$ cat src/rtl/btn_step_pkg.sv
// Shared constants for the button/step controller and the LED ring sequencer.
// Holds the FSM state encoding and the 27 MHz-derived default cycle counts.
package btn_step_pkg;

    typedef enum logic [1:0] {
        ST_IDLE = 2'b00,
        ST_FWD  = 2'b01,
        ST_REV  = 2'b10
    } state_t;

    localparam int CLK_HZ          = 27_000_000;
    localparam int DEB_CYCLES_DEF  = CLK_HZ / 100;   // 10 ms
    localparam int TICK_CYCLES_DEF = CLK_HZ / 2;     // 0.5 s
    localparam int CNT_W_DEF       = 26;

endpackage

$ cat src/rtl/btn_debounce.sv
// Two-flop synchronizer, stable-level debounce counter and press pulse
// for one active-low push button.
module btn_debounce #(
    parameter int DEB_CYCLES = 270000,
    parameter int CNT_W      = 26
) (
    input  logic clk,
    input  logic rst,
    input  logic btn,
    output logic press
);

    localparam logic [CNT_W-1:0] DEB_LAST = CNT_W'(DEB_CYCLES - 1);

    logic             sync1;
    logic             sync2;
    logic             stable;
    logic             stable_d;
    logic [CNT_W-1:0] cnt;

    always_ff @(posedge clk or negedge rst) begin
        if (!rst) begin
            sync1    <= 1'b1;
            sync2    <= 1'b1;
            stable   <= 1'b1;
            stable_d <= 1'b1;
            cnt      <= '0;
            press    <= 1'b0;
        end else begin
            sync1    <= btn;
            sync2    <= sync1;
            stable_d <= stable;
            // only a released->pressed change of the debounced level yields a pulse
            press    <= stable_d & ~stable;
            if (sync2 == stable) begin
                cnt <= '0;
            end else if (cnt == DEB_LAST) begin
                stable <= sync2;
                cnt    <= '0;
            end else begin
                cnt <= cnt + CNT_W'(1);
            end
        end
    end

endmodule

$ cat src/rtl/btn_step_ctrl.sv
// Button-driven run/direction FSM with a step_en clock-enable generator.
// Optional: BTN_STEP_STOP_ON_REPRESS_EN makes a re-press of the active direction stop stepping.
//
//  state   | meaning
//  ST_IDLE | stopped, no step_en, dir holds last value
//  ST_FWD  | stepping forward (dir=1)
//  ST_REV  | stepping in reverse (dir=0)
import btn_step_pkg::*;

module btn_step_ctrl #(
    parameter int DEB_CYCLES  = DEB_CYCLES_DEF,
    parameter int TICK_CYCLES = TICK_CYCLES_DEF,
    parameter int CNT_W       = CNT_W_DEF
) (
    input  logic clk,
    input  logic rst,
    input  logic p1,
    input  logic p2,
    output logic step_en,
    output logic dir,
    output logic run
);

    localparam logic [CNT_W-1:0] TICK_LAST = CNT_W'(TICK_CYCLES - 1);

    logic             p1_press;
    logic             p2_press;
    state_t           state;
    logic [CNT_W-1:0] tick_cnt;

    btn_debounce #(.DEB_CYCLES(DEB_CYCLES), .CNT_W(CNT_W)) u_deb_p1 (
        .clk   (clk),
        .rst   (rst),
        .btn   (p1),
        .press (p1_press)
    );

    btn_debounce #(.DEB_CYCLES(DEB_CYCLES), .CNT_W(CNT_W)) u_deb_p2 (
        .clk   (clk),
        .rst   (rst),
        .btn   (p2),
        .press (p2_press)
    );

    always_ff @(posedge clk or negedge rst) begin
        if (!rst) begin
            state    <= ST_IDLE;
            tick_cnt <= '0;
            step_en  <= 1'b0;
            dir      <= 1'b1;
            run      <= 1'b0;
        end else begin
            step_en <= 1'b0;
            // simultaneous presses fall through to the counting branch untouched
            if (p1_press && !p2_press && state != ST_FWD) begin
                state    <= ST_FWD;
                dir      <= 1'b1;
                run      <= 1'b1;
                tick_cnt <= '0;
            end else if (p2_press && !p1_press && state != ST_REV) begin
                state    <= ST_REV;
                dir      <= 1'b0;
                run      <= 1'b1;
                tick_cnt <= '0;
            end
`ifdef BTN_STEP_STOP_ON_REPRESS_EN
            else if ((p1_press && !p2_press && state == ST_FWD) ||
                     (p2_press && !p1_press && state == ST_REV)) begin
                state    <= ST_IDLE;
                run      <= 1'b0;
                tick_cnt <= '0;
            end
`endif
            else if (run) begin
                if (tick_cnt == TICK_LAST) begin
                    tick_cnt <= '0;
                    step_en  <= 1'b1;
                end else begin
                    tick_cnt <= tick_cnt + CNT_W'(1);
                end
            end else begin
                tick_cnt <= '0;
            end
        end
    end

endmodule
$ cat config.mk
export PLATFORM = sky130hd
export DESIGN_NAME = btn_step_ctrl
export DESIGN_NICKNAME = d
export VERILOG_FILES = /design/src/rtl/btn_step_pkg.sv /design/src/rtl/btn_debounce.sv /design/src/rtl/btn_step_ctrl.sv
export SDC_FILE = /design/constraint.sdc
export NUM_CORES = 1
export LEC_CHECK = 0
export ABC_AREA = 0
export BUFFER_PORTS_ARGS = -buffer_cell sky130_fd_sc_hd__buf_2
export CORE_MARGIN = 2
export CORE_UTILIZATION = 40
export DETAILED_ROUTE_END_ITERATION = 16
export GPL_TIMING_DRIVEN = 0
export PLACE_DENSITY = 0.57
export SYNTH_ARGS = -nofsm -noshare
export SYNTH_HDL_FRONTEND = slang
export SYNTH_SLANG_ARGS = --single-unit
$ cat constraint.sdc
create_clock -name clk -period 2 [get_ports clk]
set_input_delay 0.1 -clock clk [delete_from_list [all_inputs] [get_ports clk]]
set_output_delay 0.1 -clock clk [all_outputs]
set_load 0.01 [all_outputs]
After elaboration in Yosys (flattened, before gate mapping)
Cells that the tools add are included.
{"block": "op_classes", "add_sub_neg": 3, "eq_ne": 7, "mux": 18, "bitwise": 6, "n_reduce_logical": 9}
{"cell": "$mux W26", "n": 8}
{"cell": "$add A26 B1 Y26 const B", "n": 3}
{"cell": "$eq A26 B19 Y1 const B", "n": 2}
{"cell": "$eq A26 B24 Y1 const B", "n": 1}
{"cell": "$mux W1", "n": 8}
{"cell": "$logic_and A1 B1 Y1", "n": 4}
{"cell": "$mux W2", "n": 2}
{"cell": "$not A1 Y1", "n": 4}
{"cell": "$reduce_and A2 Y1", "n": 2}
{"cell": "$and A1 B1 Y1", "n": 2}
{"cell": "$eq A1 B1 Y1", "n": 2}
{"cell": "$logic_not A1 Y1", "n": 2}
{"cell": "$ne A2 B1 Y1 const B", "n": 1}
{"cell": "$ne A2 B2 Y1 const B", "n": 1}
{"cell": "$reduce_bool A2 Y1", "n": 1}
{"block": "totals", "reg_bits": 93, "in_bits": 4, "out_inout_bits": 3, "word_cells": 60}

Logic depth before layout (Yosys ltp)
{"block": "depth", "ltp_word": 5, "ltp_mapped": 7, "mapped_depth_nobuf": 5}

By module
From an unflattened synthesis, not the netlist that was laid out.
{"block": "unflattened", "cells_unflattened": 474, "area_unflattened_um2": 4614.4}
{"mod": "btn_debounce", "n_inst": 2, "cells_each": 155, "area_per_inst_um2": 1525.2, "seq_area_each_um2": 780.7}
{"mod": "btn_step_ctrl", "n_inst": 1, "cells_each": 164, "area_per_inst_um2": 1564.0, "seq_area_each_um2": 777.0}

Least setup slack after synthesis
Ideal clock, no wire load.
{"block": "synth_timing", "path_type": "reg-to-reg", "start": "register u_deb_p1.cnt[0]", "end": "register u_deb_p1.cnt[10]", "setup_time_ns": 0.132, "arrival_time_ns": 1.806, "required_ns": 1.868, "setup_slack_ns": 0.062, "stages_incl_launch_ff": 7, "path_buffers": 1, "cell_sequence": "dfrtp_1 > ha_1 > nand4_2 > or2_2 > o31ai_1 > clkbuf_1 > nor2_1"}
{"block": "synth_between", "elab_chain_cells": 3}
{"element": "from (decl)", "line": "btn_debounce.sv:19", "rtl": "logic [CNT_W-1:0] cnt;"}
{"element": "from (signal assigned)", "line": "btn_debounce.sv:41", "rtl": "cnt <= cnt + CNT_W'(1);"}
{"element": "$add A26 B1 Y26 or $eq A26 B19 Y1 (tied branches)", "line": "btn_debounce.sv:41, btn_debounce.sv:37"}
{"element": "$mux W26 (*)", "line": "btn_debounce.sv:37", "rtl": "end else if (cnt == DEB_LAST) begin"}
{"element": "$mux W26 (*)", "line": "btn_debounce.sv:35", "rtl": "if (sync2 == stable) begin"}
Every way passes the cells marked *; elsewhere a longest branch is shown, timed or not.
A chain may end at the register's enable or synchronous reset.

Worst setup path after layout
{"block": "layout_timing", "start": "register u_deb_p2.cnt[6]", "end": "register u_deb_p2.cnt[25]"}
{"block": "layout_between", "elab_chain_cells": 3}
{"element": "from (decl)", "line": "btn_debounce.sv:19"}
{"element": "from (signal assigned)", "line": "btn_debounce.sv:41"}
{"element": "$add A26 B1 Y26 or $eq A26 B19 Y1 (tied branches)", "line": "btn_debounce.sv:41, btn_debounce.sv:37"}
{"element": "$mux W26 (*)", "line": "btn_debounce.sv:37"}
{"element": "$mux W26 (*)", "line": "btn_debounce.sv:35"}
Marked as above.

==> flow_summary.ini <==
[logic_synthesis]
synth_cell_types = 44
seq_area_frac_synth = 0.510
yosysMostFrequentCell = dfrtp_1
syn-cell-area_um2 = 4590
ys_top_cells_by_count = dfrtp_1 (84), nor2_1 (56), a21oi_1 (31), nand4_1 (26), nand3_1 (24)
synth_cells = 468
ys.flop_type = dfrtp_1
ys_top_cells_by_area = dfrtp_1 (46%), dfstp_2 (5.2%), nor2_1 (4.6%)
async_flop_share = 1.00
synth_edf_count = 0
ys.warnings.count = 0
ys_seq_elements = 93
syn_nets = 475
synth_top_cell_area_share = 0.458
synth.largest_area_cell = dfrtp_1
avgSynthCellArea_um2 = 9.80

[sta]
setup_viol = 0
fin_skew_ns = 0.0123
slew_headroom = 0.591
worst_slew_pin_slew_ns = 0.609
final_hold_viol_count = 0
post-route-period-util = 0.977
layout_min_cycle_time_ns = 1.95
setup-tns-final_ns = 0
hold_slack_ns = 0.255
fmax_mhz = 512
final-max-slew-violation-count = 0

[global_route]
top_usage_layer = met2
overflow = 0
met3_usage = 0.0416
grt_util_all_layers = 0.170
grt_start_max_net_pins = 60
grtUsageMet2 = 0.265
grt_pass1_wl_um = 17300
antenna_found_initial = 0
met1_usage = 0.232
first_global_vias = 3692

[routing]
ant_nets = 0
via_count = 3700
drt_wl_total_um = 9780
dr.pass1.iters = 4
first_iter_violations = 249
wl_per_cell_um = 14.9
drc = 0
via_per_inst = 5.62

[critical_path]
r2r-end = u_deb_p2.cnt[25]$_DFF_PN0_
cp.required_ns = 2.25
rrSetupSlack_ns = 0.05
crit_fanout = 6
end_kind = register
worstPathArrival_ns = 2.20
cp-start-kind = register
path_class = reg -> reg
reg2reg_from = u_deb_p2.cnt[6]$_DFF_PN0_
rr_worst_depth = 6
crit_path_start = u_deb_p2.cnt[6]$_DFF_PN0_
crit_end = u_deb_p2.cnt[25]$_DFF_PN0_

[floorplanning]
pin_count = 7
initial_utilization = 0.405
core_um2 = 11300
rows = 39
die_w_um = 111
die-area_um2 = 12300
dieHeight_um = 111

[clock_network]
clockBufferDepth = 2
cts-buffers-inserted = 9
ctsHtreeMaxLevel = 3
clock_latency_ns = 0.35
numClockSinks = 93
path_clk_slew_ns = 0.07
root_buffer = clkbuf_16
cts_tree = built

[layout]
diodes = 0
drive_gt1_frac = 0.212
syn_to_final_growth_pct = 20.0
fin_area_um2 = 5500
fill_cells = 1021
multi_input_area_um2 = 2280
regArea_um2 = 2350
nets = 517

[power_and_ir_drop]
total_power_mw = 3.68
ir_drop_uv = 459
p_leak_nw = 2.17
power.density_nw_per_um2 = 669

[placed_design]
dpl.hpwl_um = 6220
port_buffers = 6
placedInstanceArea_um2 = 4830
place.gp.congestion = 0.802

[worst_hold_path]
hold_class = in -> async

[run]
drv_cap = 0

[status]
outcome = finished clean
[worst max-delay path, stage by stage (launching register included)]
cell     delay [ns]
dfrtp_1        0.44
nor4_1         0.32
nand4_1        0.22
o41ai_4        0.42
buf_4          0.18
buf_4          0.12
o21ba_2        0.15
[worst min path at each step]
stage,to,start,cells past startpoint,slack (ns)
final,u_deb_p1.cnt[21]$_DFF_PN0_,rst,2,0.26
after global routing,u_deb_p1.cnt[21]$_DFF_PN0_,rst,2,0.30
after CTS,tick_cnt[25]$_DFF_PN0_,rst,2,0.27
after detailed placement,u_deb_p1.press$_DFF_PN0_,rst,1,0.1
after global placement,u_deb_p1.sync1$_DFF_PN1_,p1,1,0.21
after floorplan,run$_DFFE_PN0P_,rst,0,-0.20
[final cells by class]
type,count,area share
tap,143,0.0325
sequential,93,0.427
inverter,19,0.0130
multi-input combinational,343,0.414
timing repair buffer,34,0.0491
clock inverter,7,0.0105
clock buffer,9,0.0409
buffer,10,0.0123
[per-stage QoR]
stage | instances | util | worst slack (ns)
finish | 658 | 0.486 | 0.0457
CTS | 642 | 0.465 | -0.00965
global route | 658 | 0.486 | -0.0199
detailed placement | 618 | 0.426 | -0.517
floorplan | 468 | - | 0.0617
global placement | 617 | 0.424 | -0.491
[sequential cells by signal, summed over array words and instances (netlist names)]
register,count
state,2
dir,1
u_deb_p1.sync2,1
u_deb_p1.stable,1
u_deb_p2.sync1,1
u_deb_p2.stable,1
u_deb_p2.cnt,26
u_deb_p1.sync1,1
u_deb_p1.stable_d,1
u_deb_p1.press,1
run,1
u_deb_p2.press,1
u_deb_p2.sync2,1
u_deb_p1.cnt,26
tick_cnt,26
u_deb_p2.stable_d,1
step_en,1
[per-layer routing]
metal / up-vias / routed length, um
li1: 1800 / -
met1: 1837 / 4710
met2: 52 / 4620
met3: 11 / 306
met4: 0 / 138
met5: - / 0
[what timing repair did]
item / CTS / global route
hold endpoints to repair: 31 / 0
buffers inserted: 6 / 18
gates resized for setup: 24 / 33
endpoints found under the setup margin: 67 / 57
pin swaps: 2 / 8
hold buffers: 3 / 0
gates cloned: 0 / 0
[kinds of logic (layout without fill, tap and decap cells)]
group	count (synthesis)	in the layout	share of synthesized area
AOI/OAI and AO/OA	81	81	0.110
xor gates and xnor gates	39	39	0.0744
adders and majority gates	4	4	0.0104
buffers and inverters	32	79	0.0265
DFF	93	93	0.510
muxes	2	2	0.00491
and+or+nand+nor	217	217	0.265
[power by group]
part	switching (mW)	total, mW	internal [mW]
combinational	0.0693	0.109	0.0394
sequential	0.0137	1.91	1.90
clock	0.806	1.67	0.859
total	0.889	3.68	2.80
[cells in the final DEF (no fill, tap or decap), drive strengths merged, types with 3 or more instances in the layout]
master and count:
dfstp 9, or3 14, nor2b 4, o31ai 10, inv 22, and2 3
clkbuf 15, or4 13, o41ai 3, nor4 11, nor4b 4, a31o 5
nor2 56, nand3 24, clkinvlp 3, nand2 21, and4 9, and3 9
xor2 19, ha 3, buf 35, o21ai 21, nand4 29, dlygate4sd3 3
nor3 11, dfrtp 84, xnor2 20, a21oi 31
(Power assumes the default switching activity.)
